$ cat src/rtl/circular_fifo_pkg.sv
// Shared defaults for the circular FIFO slice.
// Contents:
//   DEF_WIDTH       default data word width
//   DEF_ADDR_WIDTH  default pointer width (physical storage = 2**DEF_ADDR_WIDTH words)
package circular_fifo_pkg;

    localparam int DEF_WIDTH      = 8;
    localparam int DEF_ADDR_WIDTH = 4;

endpackage

$ cat src/rtl/circular_fifo_ptr.sv
// circular_ptr: wrap-around pointer register for the circular FIFO.
// Ports:
//   clk  in   rising-edge clock
//   rst  in   asynchronous active-high reset, pointer -> 0
//   inc  in   advance the pointer by one beat
//   clr  in   restart the pointer from 0
//   lim  in   highest legal index; the pointer steps from lim back to 0
//   ptr  out  current pointer value
module circular_ptr
    import circular_fifo_pkg::*;
#(
    parameter int ADDR_WIDTH = DEF_ADDR_WIDTH
) (
    input  logic                  clk,
    input  logic                  rst,
    input  logic                  inc,
    input  logic                  clr,
    input  logic [ADDR_WIDTH-1:0] lim,
    output logic [ADDR_WIDTH-1:0] ptr
);

    logic [ADDR_WIDTH-1:0] ptr_q;
    logic [ADDR_WIDTH-1:0] ptr_d;
    logic [ADDR_WIDTH-1:0] base;

    // clr and inc together mean "restart at 0, then take one step": this is
    // what a write into an empty FIFO needs (word lands at 0, pointer moves on).
    always_comb begin
        base  = clr ? '0 : ptr_q;
        ptr_d = base;
        if (inc) begin
            ptr_d = (base == lim) ? '0 : base + ADDR_WIDTH'(1);
        end
    end

    always_ff @(posedge clk or posedge rst) begin
        if (rst) begin
            ptr_q <= '0;
        end else begin
            ptr_q <= ptr_d;
        end
    end

    assign ptr = ptr_q;

endmodule

$ cat src/rtl/circular_fifo.sv
// circular_fifo: programmable-depth first-word-fall-through FIFO using
// wrap-around read/write pointers. Usable depth is max_index+1 words.
// Ports:
//   clk        in   rising-edge clock
//   rst        in   asynchronous active-high reset (contents discarded)
//   max_index  in   runtime wrap limit, sampled into cfg_max while empty
//   s_valid    in   producer has a word
//   s_ready    out  FIFO can accept a word (not full)
//   s_data     in   producer word
//   m_valid    out  FIFO holds a word (not empty)
//   m_ready    in   consumer takes the head word
//   m_data     out  head word, combinational from storage
//   count      out  occupancy, 0..max_index+1
//   full       out  count == limit+1
//   empty      out  count == 0
module circular_fifo
    import circular_fifo_pkg::*;
#(
    parameter int WIDTH      = DEF_WIDTH,
    parameter int ADDR_WIDTH = DEF_ADDR_WIDTH
) (
    input  logic                  clk,
    input  logic                  rst,
    input  logic [ADDR_WIDTH-1:0] max_index,
    input  logic                  s_valid,
    output logic                  s_ready,
    input  logic [WIDTH-1:0]      s_data,
    output logic                  m_valid,
    input  logic                  m_ready,
    output logic [WIDTH-1:0]      m_data,
    output logic [ADDR_WIDTH:0]   count,
    output logic                  full,
    output logic                  empty
);

    localparam int DEPTH = 2 ** ADDR_WIDTH;

    logic [WIDTH-1:0]      mem_q [DEPTH];
    logic [ADDR_WIDTH:0]   count_q;
    logic [ADDR_WIDTH:0]   count_d;
    logic [ADDR_WIDTH-1:0] cfg_max_q;
    logic [ADDR_WIDTH-1:0] cfg_max_d;

    logic [ADDR_WIDTH-1:0] lim;
    logic [ADDR_WIDTH:0]   depth;
    logic [ADDR_WIDTH-1:0] wr_ptr;
    logic [ADDR_WIDTH-1:0] rd_ptr;
    logic [ADDR_WIDTH-1:0] wr_addr;
    logic                  wr;
    logic                  rd;

    assign empty   = (count_q == '0);
    // While empty the live max_index applies; once data is held the limit is
    // frozen in cfg_max so pointers never see a limit they were not built with.
    assign lim     = empty ? max_index : cfg_max_q;
    assign depth   = {1'b0, lim} + (ADDR_WIDTH + 1)'(1);
    assign full    = (count_q == depth);
    assign s_ready = !full;
    assign m_valid = !empty;
    assign wr      = s_valid && s_ready;
    assign rd      = m_valid && m_ready;
    // A pointer left mid-array by the last drain is ignored: an empty FIFO
    // always restarts at index 0.
    assign wr_addr = empty ? '0 : wr_ptr;
    assign m_data  = mem_q[rd_ptr];
    assign count   = count_q;

    circular_ptr #(.ADDR_WIDTH(ADDR_WIDTH)) u_wr_ptr (
        .clk (clk),
        .rst (rst),
        .inc (wr),
        .clr (empty),
        .lim (lim),
        .ptr (wr_ptr)
    );

    circular_ptr #(.ADDR_WIDTH(ADDR_WIDTH)) u_rd_ptr (
        .clk (clk),
        .rst (rst),
        .inc (rd),
        .clr (empty),
        .lim (lim),
        .ptr (rd_ptr)
    );

    always_comb begin
        count_d   = count_q;
        cfg_max_d = cfg_max_q;
        if (wr && !rd) begin
            count_d = count_q + (ADDR_WIDTH + 1)'(1);
        end else if (rd && !wr) begin
            count_d = count_q - (ADDR_WIDTH + 1)'(1);
        end
        if (empty) begin
            cfg_max_d = max_index;
        end
    end

    always_ff @(posedge clk or posedge rst) begin
        if (rst) begin
            count_q   <= '0;
            cfg_max_q <= '0;
        end else begin
            count_q   <= count_d;
            cfg_max_q <= cfg_max_d;
        end
    end

    // Storage carries no reset; stale words are unreachable once pointers clear.
    always_ff @(posedge clk) begin
        if (wr) begin
            mem_q[wr_addr] <= s_data;
        end
    end

endmodule
$ cat config.mk
export PLATFORM = sky130hd
export DESIGN_NAME = circular_fifo
export DESIGN_NICKNAME = d
export VERILOG_FILES = /design/src/rtl/circular_fifo_pkg.sv /design/src/rtl/circular_fifo_ptr.sv /design/src/rtl/circular_fifo.sv
export SDC_FILE = /design/constraint.sdc
export NUM_CORES = 1
export LEC_CHECK = 0
export BUFFER_PORTS_ARGS = -buffer_cell sky130_fd_sc_hd__clkbuf_2
export CORE_UTILIZATION = 25
export DETAILED_ROUTE_END_ITERATION = 10
export MAX_ROUTING_LAYER = met4
export PLACE_DENSITY_LB_ADDON = 0.25
export SLEW_MARGIN = 20
export SYNTH_ARGS = -nofsm -noshare
export SYNTH_HDL_FRONTEND = slang
export SYNTH_SLANG_ARGS = --single-unit
export TNS_END_PERCENT = 30
$ cat constraint.sdc
create_clock -name clk -period 7.9 [get_ports clk]
set_clock_uncertainty 0.2 [all_clocks]
set_input_delay 0.395 -clock clk [delete_from_list [all_inputs] [get_ports clk]]
set_output_delay 0.395 -clock clk [all_outputs]
set_load 0.005 [all_outputs]
==> metrics.txt <==
outcome=finished, final reports clean; most common cell after layout, fill and taps aside=edfxtp_1; CTS clk-pin slew, worst paths=0.06 ns; DRT iter0 DRCs=287; Hold Fails Final Rpt=0; Worst Hold Launch=max_index[1]; Yosys reg bits=145; antenna violations before repair=0; VDD IR max=0.000157 V; FF-to-FF path depth=18; layout overhead on the synthesized area=17.3%; # diodes=0; CP max-delay cell=or3_1; GRT Resource Usage Total=11.5%; CP Launch Point=count[0]$_DFFE_PP0P_; Slew Limit Headroom=31.8%; Die Span Y=159 um; EDFF count, synth=128; most frequent cells in the layout=128 x edfxtp_1, 40 x mux4_2, 32 x clkbuf_2, 29 x nand2_1, 17 x clkbuf_16; WP data arrival=5.20 ns; post-synthesis cell area=6200 um2; fin util=29.9%; RePlAce Congestion=0.799; share of cells above drive strength 1=29.4%; syn_area_per_cell=17.9 um2; Synth area leaders=edfxtp_1 62%, mux4_2 15%, dfrtp_1 6.9%, ha_1 2.0%, nand2_1 1.8%; Top FF cell, synth=edfxtp_1; Vias/cell=4.42; Yosys top cell by area=edfxtp_1; Die X-Extent=159 um; worst hold path type=in -> reg; Slew Viols, Final=0; CP Class=reg -> reg; Fill cells=2387; Hold WS=0.0802 ns; f_max=196 MHz; quantity of I/O buffers inserted on ports=32; Rows=57; total global routing overflow=0; worst path required time=7.99 ns; Routed WL per cell=18.5 um; Synth async-reset ratio=11.7%; I/O pins=33; first-pass GRT wire length=20400 um; Initial Util=25.5%; worst reg2reg path endpoint=count[4]$_DFFE_PP0P_; Sink Count=145; CTS tree=built; CTS buffer count=17; Setup TNS=0 ns; FF-to-FF setup slack=2.79 ns; Worst Hold Endpoint=cfg_max_q[1]$_DFF_PP0_; final number of setup-violating endpoints=0; largest net degree at the start of global routing=37; critical path, cell by cell=or3_4, or3_1, clkinv_4, mux2_4, ha_1, a32o_1, a221o_2, nand4_4, nand2_1, inv_1, ha_1, inv_1, fa_1, a21o_1, a21oi_1, xnor2_1, nor2_1, xor2_1; post-synthesis sequential area ratio=68.9%; Post-CTS Setup Bufs=0; Power Density=377 nW/um2; Core ar.=24300 um2; min Tclk post-route=5.11 ns; cells after synthesis=346; max cap viols=0; r2r startpoint=count[0]$_DFFE_PP0P_; Critical Path Sink Type=register; DR vias=3170; fin crit share=64.7%; Least-Margin Pin Slew=1.02 ns; worst skew pair latency=0.41 ns; drt total wl=13300 um; Hold Crit Depth=3; Yosys warning count=0; die area=25400 um2; Synth Net Count=373; Setup crit start kind=register; DRT Pass-1 Iters=4; # nets final=409; met2 Usage GRT=16.9%; DPL Wire Length=8410 um; grt peak-use layer=met2; Static Leak=0.00247 uW; unrepaired setup endpoints after global routing=false; met1 Usage GRT=15.5%; CTS Buffer Depth=2; clock root cell=clkbuf_16; CP max stage delay=0.57 ns; Cell variety after synth=43; # H-tree levels=4; placed cell count=686; share of the synthesized area in the top cell type=62.0%; met3 usage=3.15%; drt drc=0; Layout Cells excl Fill=718; worst-path fanout max=17; vias in the first global route=3286; Antenna Nets Post-Route=0
## worst max-delay path by stage
stage | depth (start not counted) | slack [ns] | to
6_report | 18 | 2.79 | count[4]$_DFFE_PP0P_
5_1_grt | 18 | 2.56 | count[4]$_DFFE_PP0P_
4_1_cts | 18 | 2.76 | count[4]$_DFFE_PP0P_
3_5_place_dp | 18 | 2.79 | count[4]$_DFFE_PP0P_
3_3_place_gp | 18 | 2.90 | count[4]$_DFFE_PP0P_
2_1_floorplan | 22 | 3.39 | count[4]$_DFFE_PP0P_
## power breakdown
part | internal [uW] | switching, uW | total (uW) | leakage [uW]
Combinational | 447 | 482 | 929 | 0.000840
Sequential | 958 | 110 | 1070 | 0.00136
Clock | 434 | 308 | 742 | 0.000265
## cell usage after synthesis, types with 2 or more instances
cell type / number
a21o_1: 3
a21oi_1: 6
and2_1: 3
buf_1: 2
clkbuf_1: 14
dfrtp_1: 17
edfxtp_1: 128
ha_1: 10
inv_1: 8
mux2_2: 3
mux2i_1: 4
mux4_2: 40
nand2_1: 29
nand3_1: 7
nand4b_1: 3
nor2_1: 20
nor3b_1: 2
nor4_1: 3
o21ai_0: 5
xnor2_1: 8
xor2_1: 9
## logic make-up (layout without fill, tap and decap cells)
| group | Yosys count | count (layout) | share of synthesized area (%) |
|---|---|---|---|
| adders and majority gates | 11 | 11 | 2.34 |
| DFF | 145 | 145 | 68.9 |
| muxes | 48 | 48 | 16.0 |
| buffers and inverters | 27 | 75 | 1.86 |
| xor gates and xnor gates | 17 | 17 | 2.40 |
| and+or+nand+nor | 75 | 75 | 5.94 |
| AOI/OAI and AO/OA | 23 | 23 | 2.58 |
## layer usage
metal | routed length, um | up-vias | part of all wire, %
met2 | 6280 | 65 | 47
met3 | 451 | 7 | 3.4
met4 | 78 | 0 | 0.59
li1 | - | 1431 | -
met1 | 6510 | 1667 | 49
met5 | 0 | - | 0
## metrics by stage
stage	setup WS, ns	area (um2)	total power (uW)
after floorplan	3.39	6200	1730
final	2.79	7270	2740
after global placement	2.90	6700	2010
after global routing	2.56	7270	2900
after CTS	2.76	7260	2780
after detailed placement	2.79	6700	2030
## repair_timing
item | 4_1_cts | 5_1_grt
hold endpoints to repair | 17 | 0
resized for setup | 0 | 0
endpoints found under the setup margin | 0 | 0
hold buffers | 1 | 0
## flip-flops by register name, summed over array words and instances (netlist names)
name	count
u_rd_ptr.ptr	4
mem_q	128
count	5
u_wr_ptr.ptr	4
cfg_max_q	4
## critical path: cells and delay by family (launching register included)
kind                       cells  cell delay [ns]
and+or+nand+nor                5             1.41
AOI/OAI and AO/OA              4             0.99
adders and majority gates      3             0.87
DFF                            1             0.47
buffers and inverters          3             0.43
muxes                          1             0.33
xor gates and xnor gates       2             0.27
## area by class of cell
cell class / count / area [um2] / area share (%)
Sequential cell: 145 / 4270 / 58.8
Multi-Input combinational cell: 174 / 1820 / 25.1
Clock buffer: 20 / 437 / 6.01
Tap cell: 324 / 405 / 5.58
Timing Repair Buffer: 35 / 185 / 2.55
Clock inverter: 11 / 109 / 1.50
Inverter: 9 / 38.8 / 0.534
(Power assumes the default switching activity.)
